--- config.mk ---
export PLATFORM = sky130hd
export DESIGN_NAME = if_id_stage_flat
export DESIGN_NICKNAME = d
export VERILOG_FILES = /design/src/rtl/if_id_if.sv /design/src/rtl/if_id_stage.sv /design/src/flat_wrapper.sv
export SDC_FILE = /design/constraint.sdc
export NUM_CORES = 1
export LEC_CHECK = 0
export BUFFER_PORTS_ARGS = -buffer_cell sky130_fd_sc_hd__buf_2
export CAP_MARGIN = 15
export CORE_ASPECT_RATIO = 2
export CORE_UTILIZATION = 45
export CTS_CLUSTER_DIAMETER = 30
export DETAILED_ROUTE_END_ITERATION = 8
export PLACE_DENSITY = 0.77
export SKIP_CTS_REPAIR_TIMING = 1
export SYNTH_ARGS = -nofsm -noshare
export SYNTH_HDL_FRONTEND = slang
export SYNTH_SLANG_ARGS = --single-unit
--- constraint.sdc ---
create_clock -name clk -period 3.89 [get_ports clk]
set_clock_uncertainty 0.15 [all_clocks]
set_input_delay 0.5835 -clock clk [delete_from_list [all_inputs] [get_ports clk]]
set_output_delay 0.5835 -clock clk [all_outputs]
set_load 0.02 [all_outputs]
--- src/rtl/if_id_if.sv ---
// IF/ID stage bundle: hazard/redirect controls, instruction-memory read port
// and the registered ID-stage outputs.
// The stall_cnt member exists only when STALL_CNT_EN is defined.
// master: the controller / instruction-memory side. slave: the stage.
interface if_id_if;
  logic        stall;
  logic        branch_taken;
  logic [31:0] branch_target;
  logic [31:0] imem_inst;
  logic [31:0] if_pc;
  logic [31:0] if_inst;
  logic [31:0] id_inst;
  logic [31:0] id_pc4;
  logic [4:0]  id_rs;
  logic [4:0]  id_rt;
  logic        id_valid;
`ifdef STALL_CNT_EN
  logic [31:0] stall_cnt;

  modport master (
    output stall, branch_taken, branch_target, imem_inst,
    input  if_pc, if_inst, id_inst, id_pc4, id_rs, id_rt, id_valid, stall_cnt
  );

  modport slave (
    input  stall, branch_taken, branch_target, imem_inst,
    output if_pc, if_inst, id_inst, id_pc4, id_rs, id_rt, id_valid, stall_cnt
  );
`else
  modport master (
    output stall, branch_taken, branch_target, imem_inst,
    input  if_pc, if_inst, id_inst, id_pc4, id_rs, id_rt, id_valid
  );

  modport slave (
    input  stall, branch_taken, branch_target, imem_inst,
    output if_pc, if_inst, id_inst, id_pc4, id_rs, id_rt, id_valid
  );
`endif
endinterface

--- src/rtl/if_id_stage.sv ---
// IF/ID pipeline stage: PC register, ID-stage instruction register, and a
// bounded stall mechanism (at most STALL_MAX consecutive held cycles before
// the stage advances anyway so a stuck hazard cannot deadlock fetch).
// Optional feature macro STALL_CNT_EN adds a saturating held-fetch counter.
module if_id_stage #(
  parameter int unsigned STALL_MAX = 2,
  parameter logic [31:0] RESET_PC  = 32'h0000_0000
) (
  input logic    clk,
  input logic    rst,
  if_id_if.slave bus
);

  typedef enum logic {RUN, HOLD} state_t;

  localparam logic [3:0] SC_MAX = 4'(STALL_MAX);

  state_t      state, state_nxt;
  logic [3:0]  sc, sc_nxt;
  logic        hold_now;

  logic [31:0] pc_p0, pc_nxt;
  logic [31:0] inst_p1, inst_nxt;
  logic [31:0] pc4_p1, pc4_nxt;
  logic        vld_p1, vld_nxt;

  // Sequential fetch address; wraps modulo 2^32.
  function automatic logic [31:0] pc_inc(input logic [31:0] pc);
    return pc + 32'd4;
  endfunction

  // Redirect targets are word aligned: the low two bits are dropped.
  function automatic logic [31:0] word_align(input logic [31:0] addr);
    return addr & 32'hFFFF_FFFC;
  endfunction

  // Next-state and next-register selection: redirect beats stall beats advance.
  always_comb begin
    state_nxt = RUN;
    sc_nxt    = 4'd0;
    hold_now  = 1'b0;
    pc_nxt    = pc_inc(pc_p0);
    inst_nxt  = bus.imem_inst;
    pc4_nxt   = pc_inc(pc_p0);
    vld_nxt   = 1'b1;

    if (bus.branch_taken) begin
      pc_nxt   = word_align(bus.branch_target);
      inst_nxt = 32'd0;
      pc4_nxt  = pc4_p1;
      vld_nxt  = 1'b0;
    end else begin
      unique case (state)
        RUN:  hold_now = bus.stall;
        HOLD: hold_now = bus.stall && (sc < SC_MAX);
        default: hold_now = 1'b0;
      endcase
      if (hold_now) begin
        state_nxt = HOLD;
        sc_nxt    = sc + 4'd1;
        pc_nxt    = pc_p0;
        inst_nxt  = 32'd0;
        pc4_nxt   = pc4_p1;
        vld_nxt   = 1'b0;
      end
    end
  end

  // Control state: FSM state and consecutive-stall count.
  always_ff @(posedge clk) begin
    if (rst) begin
      state <= RUN;
      sc    <= 4'd0;
    end else begin
      state <= state_nxt;
      sc    <= sc_nxt;
    end
  end

  // --- IF stage (p0): fetch address register ---
  always_ff @(posedge clk) begin
    if (rst) pc_p0 <= RESET_PC;
    else     pc_p0 <= pc_nxt;
  end

  // --- ID stage (p1): instruction, return address and valid ---
  always_ff @(posedge clk) begin
    if (rst) begin
      inst_p1 <= 32'd0;
      pc4_p1  <= 32'd0;
      vld_p1  <= 1'b0;
    end else begin
      inst_p1 <= inst_nxt;
      pc4_p1  <= pc4_nxt;
      vld_p1  <= vld_nxt;
    end
  end

`ifdef STALL_CNT_EN
  logic [31:0] cnt_p1;

  // Saturating count of honoured stall cycles only.
  always_ff @(posedge clk) begin
    if (rst)                                    cnt_p1 <= 32'd0;
    else if (hold_now && cnt_p1 != 32'hFFFF_FFFF) cnt_p1 <= cnt_p1 + 32'd1;
  end

  assign bus.stall_cnt = cnt_p1;
`endif

  assign bus.if_pc    = pc_p0;
  assign bus.if_inst  = bus.imem_inst;
  assign bus.id_inst  = inst_p1;
  assign bus.id_pc4   = pc4_p1;
  assign bus.id_rs    = inst_p1[25:21];
  assign bus.id_rt    = inst_p1[20:16];
  assign bus.id_valid = vld_p1;

endmodule

--- src/flat_wrapper.sv ---
// flat-port wrapper written by rule: the top's interface ports become plain ports
module if_id_stage_flat 
#(
  parameter int unsigned STALL_MAX = 2,
  parameter logic [31:0] RESET_PC  = 32'h0000_0000
)
  (clk, rst, bus_stall, bus_branch_taken, bus_branch_target, bus_imem_inst, bus_if_pc, bus_if_inst, bus_id_inst, bus_id_pc4, bus_id_rs, bus_id_rt, bus_id_valid);
  if_id_if bus_i ();
  input logic clk;
  input logic rst;
  input wire logic [$bits(bus_i.stall)-1:0] bus_stall;
  input wire logic [$bits(bus_i.branch_taken)-1:0] bus_branch_taken;
  input wire logic [$bits(bus_i.branch_target)-1:0] bus_branch_target;
  input wire logic [$bits(bus_i.imem_inst)-1:0] bus_imem_inst;
  output wire logic [$bits(bus_i.if_pc)-1:0] bus_if_pc;
  output wire logic [$bits(bus_i.if_inst)-1:0] bus_if_inst;
  output wire logic [$bits(bus_i.id_inst)-1:0] bus_id_inst;
  output wire logic [$bits(bus_i.id_pc4)-1:0] bus_id_pc4;
  output wire logic [$bits(bus_i.id_rs)-1:0] bus_id_rs;
  output wire logic [$bits(bus_i.id_rt)-1:0] bus_id_rt;
  output wire logic [$bits(bus_i.id_valid)-1:0] bus_id_valid;
  assign bus_i.stall = bus_stall;
  assign bus_i.branch_taken = bus_branch_taken;
  assign bus_i.branch_target = bus_branch_target;
  assign bus_i.imem_inst = bus_imem_inst;
  assign bus_if_pc = bus_i.if_pc;
  assign bus_if_inst = bus_i.if_inst;
  assign bus_id_inst = bus_i.id_inst;
  assign bus_id_pc4 = bus_i.id_pc4;
  assign bus_id_rs = bus_i.id_rs;
  assign bus_id_rt = bus_i.id_rt;
  assign bus_id_valid = bus_i.id_valid;
  if_id_stage #(.STALL_MAX(STALL_MAX), .RESET_PC(RESET_PC)) u_core (.clk(clk), .rst(rst), .bus(bus_i));
endmodule
Yosys cells after proc, flatten, opt, wreduce, memory -nomap -nowiden
Cells that the tools add are included.
- register bits after elaboration: 102
- input bits: 68
- output and inout bits: 139
- logic and storage cells: 25
- $add $sub $neg: 2
- order comparisons: 1
- equality and inequality tests: 1
- multiplexer cells: 6
- bitwise operators: 3
- reductions and logical operators: 5
- operator list (operator ; count):
    32-bit two-way mux ; 2
    32-bit by 3-bit adder with 32-bit output (second input constant) ; 1
    3-bit OR reduction ; 2
    4-bit by 1-bit adder with 4-bit output (second input constant) ; 1
    4-bit by 2-bit less-than comparator with 1-bit output (second input constant) ; 1
    1-bit two-way mux ; 3
    1-bit NOT ; 3
    2-bit inequality test (second input constant) ; 1
    1-bit case mux with 2 select lines ; 1
    2-bit AND reduction ; 1
    2-bit OR reduction ; 1
    1-bit logical AND ; 1

Longest topological paths before layout
- depth in word-level cells: 6
- depth in mapped cells: 8
- gate-level depth less buffers: 6

Least setup slack after synthesis
Ideal clock, no wire load.
- path kind: reg-to-reg
- start: register u_core.pc_p0[2], in the netlist u_core.bus.if_pc[2]
- end: register u_core.pc_p0[22], in the netlist u_core.bus.if_pc[22]
- setup time: 86 ps
- arrival time: 1980 ps
- data required time: 3654 ps
- setup slack: 1675 ps
- cell stages (with the launch flop): 7
- buffers on the path: 0
- cells stage by stage: dfxtp_1 > ha_1 > nand3_1 > a211oi_2 > nand4_1 > xor2_1 > a211oi_1
- cells in the longest elaborated chain, start to end: 3
- RTL lines (what ; RTL line ; text):
    start: declaration ; if_id_stage.sv:22 ; logic [31:0] pc_p0, pc_nxt;
    start signal: assignment ; if_id_stage.sv:83 ; else pc_p0 <= pc_nxt;
    32-bit by 3-bit adder with 32-bit output ; if_id_stage.sv:29 ; return pc + 32'd4;
    32-bit two-way mux ; if_id_stage.sv:58 ; if (hold_now) begin
    32-bit two-way mux ; if_id_stage.sv:47 ; if (bus.branch_taken) begin
Every way passes these cells. The select of a mux whose other input is x is not followed.
A chain may end at the register's enable or synchronous reset.

Worst setup path after layout
- start: register u_core.pc_p0[2], in the netlist u_core.bus.if_pc[2]
- end: register u_core.pc_p0[24], in the netlist u_core.bus.if_pc[24]
Same word-level chain as after synthesis.

==> out/metrics.yaml <==
grt_pass1_vias: 3904
cts_buffers: 9
gp_congestion: 0.908
multiInputGateArea_um2: 2090
port_buffers: 200
avgSynthCellArea_um2: 8.94
fin_nets: 721
start_util_pct: 46.7
drtIter0Drc: 301
vias: 4085
ys.warnings.count: 0
drive_gt1_share_pct: 36.6
sw_frac_of_total_pct: 27.6
die-area_um2: 10600
synth_compound_area_share_pct: 12.0
chipWidth_um: 73.2
die_h_um: 144
final-setup-viol-count: 0
ys_seq_area_share_pct: 43.0
syn_area_um2: 4560
min_period_ns: 2.67
slew_viol_final: 0
pwr-share-clk_pct: 36.8
p_leak_uw: 0.00251
drt-pass1-iter-count: 4
synthSimpleGateAreaFrac_pct: 22.6
io_pins: 207
track_usage_pct: 24.1
critPathLaunch: "u_core.bus.if_pc[2]$_SDFFE_PP0P_"
cp_top_family: "compound AO/OA/AOI/OAI gates"
yosysUniqueCellTypes: 42
cp_slowest_stage_delay_ns: 0.75
antenna_found_initial: 0
cap_violations: 0
crit_path_cell_trace: "ha_1 > nand3_1 > a211oi_2 > nand3b_1 > xor2_1 > a211oi_1"
synth_top_family_by_area: "simple AND/OR/NAND/NOR gates"
hold_class: "input port to register"
crit_type: "register to register"
p_comb_share_pct: 15.1
critical_path_required_ns: 3.99
register_area_um2: 1960
wl_um: 12500
path_buf_inv: 0
hold_ws_ns: 0.301
r2r-start: "u_core.bus.if_pc[2]$_SDFFE_PP0P_"
drc: 0
seqPwrFrac_pct: 48.1
crit_path_end_kind: "register"
drt.antenna.violating_nets: 0
fmax_ghz: 0.375
hpwl_um: 9490
ir_drop_mv: 0.318
path_max_fanout: 8
row_count: 51
synthCells: 510
ys_ff_latch: 98
path_depth: 6
fin_setup_tns_ns: 0
rr_endpoint: "u_core.bus.if_pc[24]$_SDFFE_PP0P_"
htreeDepth: 3
area_delta_synth_final_pct: 23.0
root_buffer: "clkbuf_16"
setup_ws_ns: 1.22
rr_worst_depth: 6
endpoint: "u_core.bus.if_pc[24]$_SDFFE_PP0P_"
startpoint_type: "register"
synthMuxAreaShare_pct: 0
intPower_uw: 1670
synthAdderAreaFrac_pct: 0.549
outcome: "completed"
hold_viol_final: 0
cts_num_sinks: 98
worst_slew_pin_slew_ns: 0.727
cts_tree: "done"
p_per_area_nw_per_um2: 411
critPathSlowestCell: "a211oi_2"
cts.clk_slew.worst_paths_ns: 0.06
grt_pass1_wl_um: 18900
cts_buffer_depth: 2
ff2ff_setup_slack_ns: 1.22
overflow: 0
synth_xor_area_share_pct: 10.2
finalCritPeriodShare_pct: 68.6
relSlewSlack_pct: 51.5
vias_per_cell: 5.16
fillers: 904
grt_max_degree: 43
rsz0062_at_grt: "false"
clk_latency_ns: 0.34
core_area_um2: 9760
dp_slack_ns: 1.25
wire_per_inst_um: 15.8
p_sw_uw: 636
crit_arrival_ns: 2.77
[cell families (layout without fill, tap and decap cells)]
| group | after synthesis | count (layout) |
|---|---|---|
| compound gates | 73 | 73 |
| xor+xnor | 53 | 53 |
| fa+ha+maj | 2 | 2 |
| buf+inv | 89 | 232 |
| flops | 98 | 98 |
| other cells | 1 | 7 |
| simple gates | 194 | 194 |
[cell type report]
class                   count  area share, %
clock buffers              14           4.89
multi-input cells         326           37.3
flip-flops and latches     98           35.0
diodes                      3          0.134
repair buffers            207           19.0
well taps                 132           2.94
inverters                   9          0.602
clock inverters             2          0.178
[sequential cells by signal, indices dropped and copies added (netlist names)]
signal	flops
u_core.bus.id_valid	1
u_core.bus.if_pc	30
u_core.state	1
u_core.bus.id_pc4	30
u_core.bus.id_inst	32
u_core.sc	4
[layout by cell type, fill, tap and decap left out, types with 2 or more instances in the layout]
| master | Yosys | final |
|---|---|---|
| xor2_1 | 25 | 25 |
| ha_1 | 2 | 2 |
| nor3_2 | 3 | 3 |
| a21oi_1 | 9 | 9 |
| o21ai_0 | 4 | 4 |
| nor2_1 | 70 | 69 |
| buf_4 | 46 | 6 |
| dfxtp_1 | 98 | 98 |
| conb_1 | 1 | 4 |
| inv_1 | 8 | 8 |
| clkbuf_16 | 0 | 9 |
| nand4_2 | 2 | 2 |
| a211oi_1 | 43 | 43 |
| nand4_1 | 13 | 13 |
| clkinv_2 | 0 | 2 |
| and2_1 | 36 | 36 |
| nand3_1 | 15 | 15 |
| a31oi_1 | 2 | 2 |
| a211oi_2 | 5 | 5 |
| diode_2 | 0 | 3 |
| nor3_1 | 10 | 10 |
| a311oi_1 | 3 | 3 |
| a221oi_1 | 3 | 3 |
| clkbuf_8 | 0 | 3 |
| clkbuf_1 | 22 | 2 |
| nor4_4 | 3 | 3 |
| nand3b_1 | 3 | 3 |
| xnor2_1 | 28 | 28 |
| nand2_1 | 28 | 28 |
| or3_1 | 2 | 2 |
| buf_2 | 11 | 200 |
[Yosys cell counts]
library cell	instances	area [um2]
nor3_1	10	50.1
o31ai_1	1	7.51
nor4_4	3	63.8
nand2_1	28	105
o21ai_0	4	20.0
nor4_2	1	12.5
buf_2	11	55.1
nand3_1	15	75.1
conb_1	1	3.75
a221oi_1	3	26.3
buf_6	1	11.3
xnor2_1	28	245
and4_1	1	8.76
a211oi_1	43	323
o21a_1	1	7.51
or2_2	1	6.26
nand2b_1	1	6.26
nor2_1	70	263
a31oi_1	2	12.5
or3_1	2	12.5
nand4_1	13	81.3
or4_4	1	11.3
xor2_1	25	219
or4_1	1	7.51
nor4_1	1	6.26
nand4_2	2	25.0
and2_1	36	225
and3_1	1	6.26
buf_4	46	345
clkbuf_1	22	82.6
or4b_4	1	13.8
dfxtp_1	98	1960
o21bai_1	1	7.51
a211oi_2	5	62.6
a21oi_1	9	45.0
a311oi_1	3	26.3
nand3b_1	3	22.5
ha_1	2	25.0
nor3_2	3	30.0
a2111oi_0	1	8.76
inv_2	1	3.75
inv_1	8	30.0
[power by group through the flow]
stage / registers (uW) / clock network (uW) / logic (uW)
6_report: 1110 / 849 / 347
5_1_grt: 1120 / 900 / 373
2_1_floorplan: 1180 / 0 / 187
3_5_place_dp: 1130 / 0 / 348
3_3_place_gp: 1130 / 0 / 343
4_1_cts: 1110 / 863 / 350
[through the flow]
| stage | util (%) | power (uW) | cells | area [um2] |
|---|---|---|---|---|
| CTS | 57.4 | 2320 | 788 | 5600 |
| global placement | 54.5 | 1470 | 772 | 5320 |
| global route | 57.4 | 2390 | 788 | 5600 |
| floorplan | - | 1370 | 513 | 4570 |
| finish | 57.5 | 2310 | 791 | 5610 |
| detailed placement | 54.5 | 1480 | 772 | 5320 |
[how the worst min path moves through the flow]
stage                                       from                                 to  cells after the start
2_1_floorplan            u_core.sc[0]$_SDFF_PP0_            u_core.sc[0]$_SDFF_PP0_                      1
3_3_place_gp             u_core.sc[0]$_SDFF_PP0_            u_core.sc[0]$_SDFF_PP0_                      1
3_5_place_dp   u_core.bus.id_pc4[3]$_SDFFE_PP0P_  u_core.bus.id_pc4[3]$_SDFFE_PP0P_                      2
4_1_cts                        bus_imem_inst[15]  u_core.bus.id_inst[15]$_SDFF_PP0_                      2
5_1_grt                        bus_imem_inst[16]  u_core.bus.id_inst[16]$_SDFF_PP0_                      2
6_report                       bus_imem_inst[19]  u_core.bus.id_inst[19]$_SDFF_PP0_                      2
[routing by layer]
metal / up-vias / track usage (%) / wire (um)
met5: - / 0 / 0
met4: 0 / 12.8 / 485
met3: 32 / 5.37 / 1030
met2: 197 / 44.5 / 6550
met1: 1884 / 24.4 / 4410
li1: 1972 / - / -
Note: power is estimated with default switching activity, not from simulation.
